--- src/rtl/npc_pkg.sv ---
// Shared types and helpers for the next-PC predictor: counter encodings,
// per-entry BTB status and elaboration-time helpers.
package npc_pkg;

    typedef enum logic [1:0] {
        CTR_SNT = 2'b00,
        CTR_WNT = 2'b01,
        CTR_WT  = 2'b10,
        CTR_ST  = 2'b11
    } ctr_t;

    // Width-independent part of a BTB entry; tag and target widths follow
    // XLEN, so they live in parameterised arrays beside this struct.
    typedef struct packed {
        logic valid;
        ctr_t ctr;
    } btb_state_t;

    function automatic int clog2(input int n);
        int r;
        r = 0;
        while ((1 << r) < n) r++;
        return r;
    endfunction

    function automatic ctr_t ctr_next(input ctr_t c, input logic taken);
        ctr_t r;
        r = c;
        if (taken && (c != CTR_ST)) begin
            r = ctr_t'(c + 2'd1);
        end else if (!taken && (c != CTR_SNT)) begin
            r = ctr_t'(c - 2'd1);
        end
        return r;
    endfunction

endpackage

--- src/rtl/npc_btb_array.sv ---
// Direct-mapped BTB storage: combinational lookup port, synchronous
// read-modify-write update port, synchronous clear.
module npc_btb_array
    import npc_pkg::*;
#(
    parameter int  XLEN    = 32,
    parameter int  ENTRIES = 16,
    localparam int IDX     = clog2(ENTRIES),
    localparam int TAG_W   = XLEN - IDX - 2
) (
    input  logic             i_clk,
    input  logic             i_rst,
    input  logic [IDX-1:0]   i_lk_idx,
    input  logic [TAG_W-1:0] i_lk_tag,
    output logic             o_lk_hit,
    output logic             o_lk_taken,
    output logic [XLEN-1:0]  o_lk_target,
    input  logic             i_upd_en,
    input  logic [IDX-1:0]   i_upd_idx,
    input  logic [TAG_W-1:0] i_upd_tag,
    input  logic             i_upd_taken,
    input  logic [XLEN-1:0]  i_upd_target
);

    btb_state_t       r_state  [ENTRIES];
    logic [TAG_W-1:0] r_tag    [ENTRIES];
    logic [XLEN-1:0]  r_target [ENTRIES];

    btb_state_t w_lk_state;
    btb_state_t w_upd_state;
    logic       w_lk_hit;
    logic       w_upd_hit;

    assign w_lk_state  = r_state[i_lk_idx];
    assign w_lk_hit    = w_lk_state.valid && (r_tag[i_lk_idx] == i_lk_tag);
    assign o_lk_hit    = w_lk_hit;
    assign o_lk_taken  = w_lk_hit && (w_lk_state.ctr >= CTR_WT);
    assign o_lk_target = r_target[i_lk_idx];

    assign w_upd_state = r_state[i_upd_idx];
    assign w_upd_hit   = w_upd_state.valid && (r_tag[i_upd_idx] == i_upd_tag);

    // Lookup reads the old entry; a same-cycle update lands on the edge.
    always_ff @(posedge i_clk) begin
        if (i_rst) begin
            for (int i = 0; i < ENTRIES; i++) begin
                r_state[i]  <= '{valid: 1'b0, ctr: CTR_WNT};
                r_tag[i]    <= '0;
                r_target[i] <= '0;
            end
        end else if (i_upd_en) begin
            if (w_upd_hit) begin
                r_state[i_upd_idx] <= '{valid: 1'b1,
                                        ctr: ctr_next(w_upd_state.ctr, i_upd_taken)};
                if (i_upd_taken) begin
                    r_target[i_upd_idx] <= i_upd_target;
                end
            end else if (i_upd_taken) begin
                r_state[i_upd_idx]  <= '{valid: 1'b1, ctr: CTR_WT};
                r_tag[i_upd_idx]    <= i_upd_tag;
                r_target[i_upd_idx] <= i_upd_target;
            end
        end
    end

endmodule

--- src/rtl/npc_predict.sv ---
// Fetch PC register with BTB prediction, exception/ERET redirect, ID-stage
// mispredict recovery and optional delay-slot pending redirect.
module npc_predict
    import npc_pkg::*;
#(
    parameter int              XLEN        = 32,
    parameter int              BTB_ENTRIES = 16,
    parameter logic [XLEN-1:0] RESET_PC    = '0,
    parameter logic [XLEN-1:0] EXC_VECTOR  = '0,
    parameter bit              DELAY_SLOT  = 1'b1
) (
    input  logic            i_clk,
    input  logic            i_rst,
    input  logic            i_stall,
    input  logic            i_exc_req,
    input  logic            i_eret_req,
    input  logic [XLEN-1:0] i_epc,
    input  logic            i_id_resolve_valid,
    input  logic [XLEN-1:0] i_id_pc,
    input  logic            i_id_taken,
    input  logic [XLEN-1:0] i_id_target,
    input  logic            i_id_pred_taken,
    input  logic [XLEN-1:0] i_id_pred_target,
    output logic [XLEN-1:0] o_pc,
    output logic            o_pred_taken,
    output logic [XLEN-1:0] o_pred_target,
    output logic            o_flush_if
);

    localparam int              IDX       = clog2(BTB_ENTRIES);
    localparam logic [XLEN-1:0] PC_STEP   = XLEN'(4);
    // Not-taken recovery skips the delay slot, which already issued.
    localparam logic [XLEN-1:0] FALL_STEP = DELAY_SLOT ? XLEN'(8) : XLEN'(4);

    logic [XLEN-1:0] r_pc;
    logic            r_pend_valid;
    logic [XLEN-1:0] r_pend_target;

    logic [XLEN-1:0] w_pc_next;
    logic            w_pend_valid_next;
    logic [XLEN-1:0] w_pend_target_next;
    logic [XLEN-1:0] w_pc_seq;
    logic [XLEN-1:0] w_fix_pc;
    logic [XLEN-1:0] w_pred_target;
    logic            w_mispredict;
    logic            w_lk_hit;
    logic            w_lk_taken;
    logic [XLEN-1:0] w_lk_target;
    logic            w_upd_en;

    npc_btb_array #(
        .XLEN    (XLEN),
        .ENTRIES (BTB_ENTRIES)
    ) u_btb (
        .i_clk        (i_clk),
        .i_rst        (i_rst),
        .i_lk_idx     (r_pc[IDX+1:2]),
        .i_lk_tag     (r_pc[XLEN-1:IDX+2]),
        .o_lk_hit     (w_lk_hit),
        .o_lk_taken   (w_lk_taken),
        .o_lk_target  (w_lk_target),
        .i_upd_en     (w_upd_en),
        .i_upd_idx    (i_id_pc[IDX+1:2]),
        .i_upd_tag    (i_id_pc[XLEN-1:IDX+2]),
        .i_upd_taken  (i_id_taken),
        .i_upd_target (i_id_target)
    );

    assign w_pc_seq      = r_pc + PC_STEP;
    assign w_pred_target = w_lk_hit ? w_lk_target : w_pc_seq;

    assign w_mispredict = i_id_resolve_valid && !i_stall &&
                          ((i_id_taken != i_id_pred_taken) ||
                           (i_id_taken && (i_id_target != i_id_pred_target)));

    assign w_fix_pc = i_id_taken ? i_id_target : (i_id_pc + FALL_STEP);
    assign w_upd_en = i_id_resolve_valid && !i_stall && !i_exc_req;

    always_comb begin
        w_pc_next          = w_pc_seq;
        w_pend_valid_next  = r_pend_valid;
        w_pend_target_next = r_pend_target;
        if (i_exc_req) begin
            w_pc_next         = EXC_VECTOR;
            w_pend_valid_next = 1'b0;
        end else if (i_eret_req) begin
            w_pc_next         = i_epc;
            w_pend_valid_next = 1'b0;
        end else if (w_mispredict) begin
            w_pc_next         = w_fix_pc;
            w_pend_valid_next = 1'b0;
        end else if (i_stall) begin
            w_pc_next = r_pc;
        end else if (DELAY_SLOT && r_pend_valid) begin
            w_pc_next         = r_pend_target;
            w_pend_valid_next = 1'b0;
        end else if (w_lk_taken) begin
            if (DELAY_SLOT) begin
                // Fetch the delay slot now, remember where to go after it.
                w_pend_valid_next  = 1'b1;
                w_pend_target_next = w_pred_target;
            end else begin
                w_pc_next = w_pred_target;
            end
        end
    end

    always_ff @(posedge i_clk) begin
        if (i_rst) begin
            r_pc          <= RESET_PC;
            r_pend_valid  <= 1'b0;
            r_pend_target <= '0;
        end else begin
            r_pc          <= w_pc_next;
            r_pend_valid  <= w_pend_valid_next;
            r_pend_target <= w_pend_target_next;
        end
    end

    assign o_pc          = r_pc;
    assign o_pred_taken  = w_lk_taken;
    assign o_pred_target = w_pred_target;
    assign o_flush_if    = !i_rst &&
                           (i_exc_req || i_eret_req || (w_mispredict && !DELAY_SLOT));

endmodule

--- config.mk ---
export PLATFORM = sky130hd
export DESIGN_NAME = npc_predict
export DESIGN_NICKNAME = d
export VERILOG_FILES = /design/src/rtl/npc_pkg.sv /design/src/rtl/npc_btb_array.sv /design/src/rtl/npc_predict.sv
export SDC_FILE = /design/constraint.sdc
export NUM_CORES = 2
export LEC_CHECK = 0
export BUFFER_PORTS_ARGS = -buffer_cell sky130_fd_sc_hd__buf_2
export CORE_AREA = 2 2 374 376
export CTS_BUF_LIST = sky130_fd_sc_hd__clkbuf_16
export DETAILED_ROUTE_END_ITERATION = 8
export DIE_AREA = 0 0 376 378
export PLACE_DENSITY_LB_ADDON = 0.15
export REMOVE_ABC_BUFFERS = 1
export SETUP_SLACK_MARGIN = 0.3
export SLEW_MARGIN = 20
export SYNTH_ARGS = -nofsm -noshare
export SYNTH_HDL_FRONTEND = slang
export SYNTH_SLANG_ARGS = --single-unit
--- constraint.sdc ---
create_clock -name i_clk -period 13.6 [get_ports i_clk]
set_input_delay 2.72 -clock i_clk [delete_from_list [all_inputs] [get_ports i_clk]]
set_output_delay 2.72 -clock i_clk [all_outputs]
set_load 0.05 [all_outputs]
Word-level counts from Yosys, hierarchy flattened
Memory sizes are Yosys's and may differ from the RTL's. A register that Yosys moved wholly into a read port is not among the register bits. Index checks and enable logic that the tools add are counted.

Register bits after elaboration: 65. Memory bits (writable): 976. Input port bits: 136. Output and inout bits: 66. Word-level logic and storage cells: 92. Memories: 3.

$add $sub $neg: 4. $lt $le $gt $ge: 1. Equal/unequal tests: 6. Multiplexer cells: 45. Bitwise operators: 7. Reductions and logical operators: 23.

Memories: u_btb.r_target (words 16, bits a word 32, rd ports 1, clocked after memory_dff 1, write ports 16, line npc_btb_array.sv:27) `logic [XLEN-1:0] r_target [ENTRIES];`; u_btb.r_tag (words 16, bits a word 26, rd ports 2, clocked after memory_dff 1, write ports 16, line npc_btb_array.sv:26) `logic [TAG_W-1:0] r_tag [ENTRIES];`; u_btb.r_state (words 16, bits a word 3, rd ports 2, clocked after memory_dff 1, write ports 16, line npc_btb_array.sv:25) `btb_state_t r_state [ENTRIES];`.

Operator list (number): 2-to-1 mux 32 bit (8); equality test 26 bit (2); 2-to-1 mux 4 bit (9); adder 32 x 3 -> 32 bit, second input constant (1); adder 32 x 4 -> 32 bit, second input constant (1); inequality test 32 bit (1); OR reduction 32 bit (1); 2-to-1 mux 26 bit (1); OR reduction 26 bit (1); 2-to-1 mux 1 bit (20); logical AND 1 bit (10); 2-to-1 mux 2 bit (5); 2-to-1 mux 3 bit (2); AND reduction 6 bit (1); NOT 1 bit (5); logical NOT 1 bit (4); OR reduction 4 bit (1); inequality test 3 x 1 -> 1 bit, second input constant (1); OR reduction 3 bit (1); adder 2 x 1 -> 2 bit, second input constant (1); greater-or-equal comparator 2 bit, second input constant (1); logical OR 1 bit (2); inequality test 2 bit, second input constant (1); OR 1 bit (2); other kinds (4) (4).

Depth between registers and ports, before layout
An unclocked memory read counts as a cell.

Word-level depth: 10. Mapped depth: 15. Gate-level depth less buffers: 9.

Modules after synthesis
From an unflattened synthesis, not the netlist that was laid out.

Cells, all modules: 3912. Area, all modules: 54395.9 um2.

By module, submodules not included: npc_btb_array (times used 1, cells an instance 3138, area an instance 48579.1 um2, seq. area each 29148.0 um2); npc_predict (times used 1, cells an instance 774, area an instance 5816.8 um2, seq. area each 1301.2 um2).

Worst setup path after synthesis
Ideal clock, no wire load.

Path type: input to register. From: in i_id_pc[2]. To: mem u_btb.r_tag[15][0] (netlist name) (enable). Library setup time: 445 ps. Arrival: 6756 ps. Data required time: 13155 ps. Path slack: 6398 ps. Stages on the path: 12. Path buffers: 4. Path through: buf_4 buf_1 mux4_2 mux2i_1 xnor2_1 nor2_1 a22oi_1 or3_1 nor4_2 buf_4 buf_2 o21ai_0.

RTL lines: from (decl) (line npc_predict.sv:19) `input logic [XLEN-1:0] i_id_pc,`; to (decl) (line npc_btb_array.sv:26).

==> results.py <==
metrics = {
    "timing": {
        "fmax_mhz": 111,
        "period_needed_ns": 9.02,
        "holdWs_ns": 0.475,
        "tns_ns": 0,
        "hold_violations": 0,
        "fin_ws_ns": 4.58,
        "finalCritPeriodShare_pct": 66.3,
        "finalSetupViolCount": 0,
        "worstMarginPinSlew_ns": 1.15,
        "rsz0062_at_grt": "no",
        "fin_skew_ns": 0.0488,
        "report.final.slew_viol_count": 0,
        "slew-limit-headroom_pct": 23.0,
    },
    "logic_synthesis": {
        "synth_seq_cells": 1045,
        "synth_area_um2": 54900,
        "synth_edf_count": 960,
        "synth_most_common_cell": "edfxtp_1",
        "synth_area_leader_cell": "edfxtp_1",
        "synthFlopType": "edfxtp_1",
        "synth_cells": 4057,
        "yosysUniqueCellTypes": 92,
        "async_flop_share_pct": 0,
        "ys_top_cells_by_area": "edfxtp_1 52%, mux4_2 14%, and2_1 5.0%, mux2i_1 3.9%, and3_1 3.9%",
        "ys.warnings.count": 0,
        "synth_common_cells": "960 x edfxtp_1, 439 x and2_1, 339 x and3_1, 336 x mux4_2, 323 x clkbuf_1",
        "synth.yosys.seq_area_share_pct": 55.6,
        "synth_top_area_share_pct": 52.5,
        "avgSynthCellArea_um2": 13.5,
    },
    "clock_tree": {
        "clkLatencyLatePin_ns": 0.77,
        "cts_buffers": 113,
        "clock_path_buffers": 3,
        "clkTransAtPathRegs_ns": 0.07,
        "cts.sinks": 1045,
        "h-tree-depth": 3,
        "post_cts.repair.setup_buffers": 0,
        "cts_tree": "done",
        "root_buffer": "clkbuf_16",
        "cts_resized": 0,
        "holdBufCountCts": 0,
    },
    "floorplanning": {
        "dieWidth_um": 376,
        "die_y_um": 378,
        "io-pin-count": 202,
        "core_um2": 139000,
        "dieArea_um2": 142000,
        "start_util_pct": 39.7,
        "placementRows": 137,
    },
    "power_and_ir_drop": {
        "ir_drop_v": 0.0000978,
        "powerDensity_nw_per_um2": 126,
        "design_power_total_w": 0.00768,
        "p_leak_nw": 22.3,
    },
    "global_route": {
        "gr-usage-all-layers_pct": 30.9,
        "grt_antenna_before_repair": 32,
        "grt_max_degree": 194,
        "overflow": 0,
        "grt_pass1_wl_mm": 305,
        "grt_pass1_vias": 36600,
    },
    "worst_setup_path": {
        "cp_max_fo": 73,
        "cp-end-kind": "primary output",
        "startpoint_type": "flip-flop",
        "regToRegSetupSlack_ns": 8.62,
        "arrival_ns": 6.30,
        "cp.required_ns": 10.88,
        "worst-setup-path-type": "reg2out",
        "endpoint": "o_pred_target[21]",
        "reg2reg_to": "r_pend_target[0]",
        "rr_worst_depth": 9,
    },
    "worst_hold_path": {
        "min_path_type": "reg2reg",
    },
    "layout": {
        "area_delta_synth_final_pct": 11.1,
        "drive_gt1_share_pct": 23.0,
        "nets": 4166,
    },
    "routing": {
        "drt_pass1_iterations": 6,
        "via_count": 38700,
        "vias_per_cell": 6.52,
        "totalWireLength_mm": 222,
        "antenna_left": 0,
        "route.detailed.drc": 0,
        "wl_per_cell_um": 37.4,
        "drt_iter0_markers": 6335,
    },
    "place": {
        "routabilityCongestion": 0.967,
        "place_ws_ns": 5.37,
        "dp_hpwl_mm": 137,
        "portBuffers": 201,
    },
    "status": {
        "status": "finished clean",
    },
    "run": {
        "maxCapViolations": 0,
    },
}
kinds of logic (layout without fill, tap and decap cells):
kind of cell / count (synthesis) / in the layout / share of synthesized area, %
flip-flops: 1045 / 1045 / 55.6
multiplexers: 596 / 596 / 18.6
buffers and inverters: 490 / 557 / 4.07
adder cells (fa/ha/maj): 4 / 4 / 0.0911
AO/OA/AOI/OAI: 404 / 404 / 5.12
other: 0 / 9 / 0
XOR/XNOR: 119 / 119 / 1.90
AND/OR/NAND/NOR: 1399 / 1399 / 14.6
metal layers:
layer | vias up | track usage (%) | routed length (µm)
met3 | 458 | 7.04 | 25000
met4 | 12 | 11.8 | 9160
met2 | 2624 | 46.8 | 99200
li1 | 15500 | - | -
met1 | 20100 | 43.2 | 88900
met5 | - | 0 | 74
metrics by stage:
step | util (%) | std cells | instance area (µm²)
2_1_floorplan | - | 3599 | 52800
3_3_place_gp | 41.4 | 5715 | 57400
3_5_place_dp | 41.5 | 5718 | 57500
4_1_cts | 44.1 | 5931 | 61000
5_1_grt | 44.1 | 5931 | 61000
6_report | 44.1 | 5940 | 61100
worst max-delay path: stages (launching register included):
cell and delay (ns):
dfxtp_4 0.85, buf_12 0.55, mux4_2 0.60, or4b_2 0.61, o2111ai_1 0.15, nor3_1 0.14
a211oi_1 0.50, nand4_1 0.19, buf_4 0.31, nor2_4 0.26, buf_4 0.52, mux2_2 0.40
buf_2 0.21
layout by cell type (no fill, tap or decap), types with 20 or more instances in the layout:
cell,n
nand2_1,99
a21o_1,21
edfxtp_1,960
xor2_1,62
a22oi_1,46
buf_4,105
nor3_1,188
clkbuf_16,114
dfxtp_1,81
and2_1,439
mux4_2,336
mux2_2,45
and3_1,337
nand4_1,23
buf_2,197
nand3_1,90
inv_1,50
nor4_1,20
nor2_1,65
clkinv_1,37
o21ai_0,76
a21oi_1,69
xnor2_1,57
a22o_1,21
mux2i_1,212
flip-flops by register name (all words and copies together) (netlist names), named ones only:
| signal | cells |
|---|---|
| u_btb.r_target | 512 |
| u_btb.r_tag | 416 |
| o_pc | 32 |
| r_pend_target | 32 |
| u_btb.r_state | 48 |
| r_pend_valid | 1 |
cell type report:
cell class	instances	area (µm²)
Antenna cell	9	22.5
Fill cell	12500	77400
Clock inverter	99	704
Timing Repair Buffer	312	1980
Clock buffer	114	2850
Sequential cell	1045	30500
Tap cell	1807	2260
Inverter	32	123
Multi-Input combinational cell	2522	22600
worst min path at each step:
stage | from | to | cells after the start
finish | u_btb.r_state[10][2] | u_btb.r_state[10][2] | 2
global route | r_pend_target[30] | r_pend_target[30] | 2
CTS | u_btb.r_state[10][2] | u_btb.r_state[10][2] | 2
detailed placement | u_btb.r_state[6][2] | u_btb.r_state[6][2] | 1
global placement | u_btb.r_state[10][2] | u_btb.r_state[10][2] | 2
floorplan | u_btb.r_state[10][2] | u_btb.r_state[10][2] | 2
where the power goes:
part / leakage (nW) / internal [W] / switching [W] / total [W]
Clock: 1.84 / 0.00165 / 0.00137 / 0.00302
Combinational: 10.6 / 0.000311 / 0.000603 / 0.000914
Sequential: 9.81 / 0.00366 / 0.0000899 / 0.00375
Power figures use the tool's default switching activity.
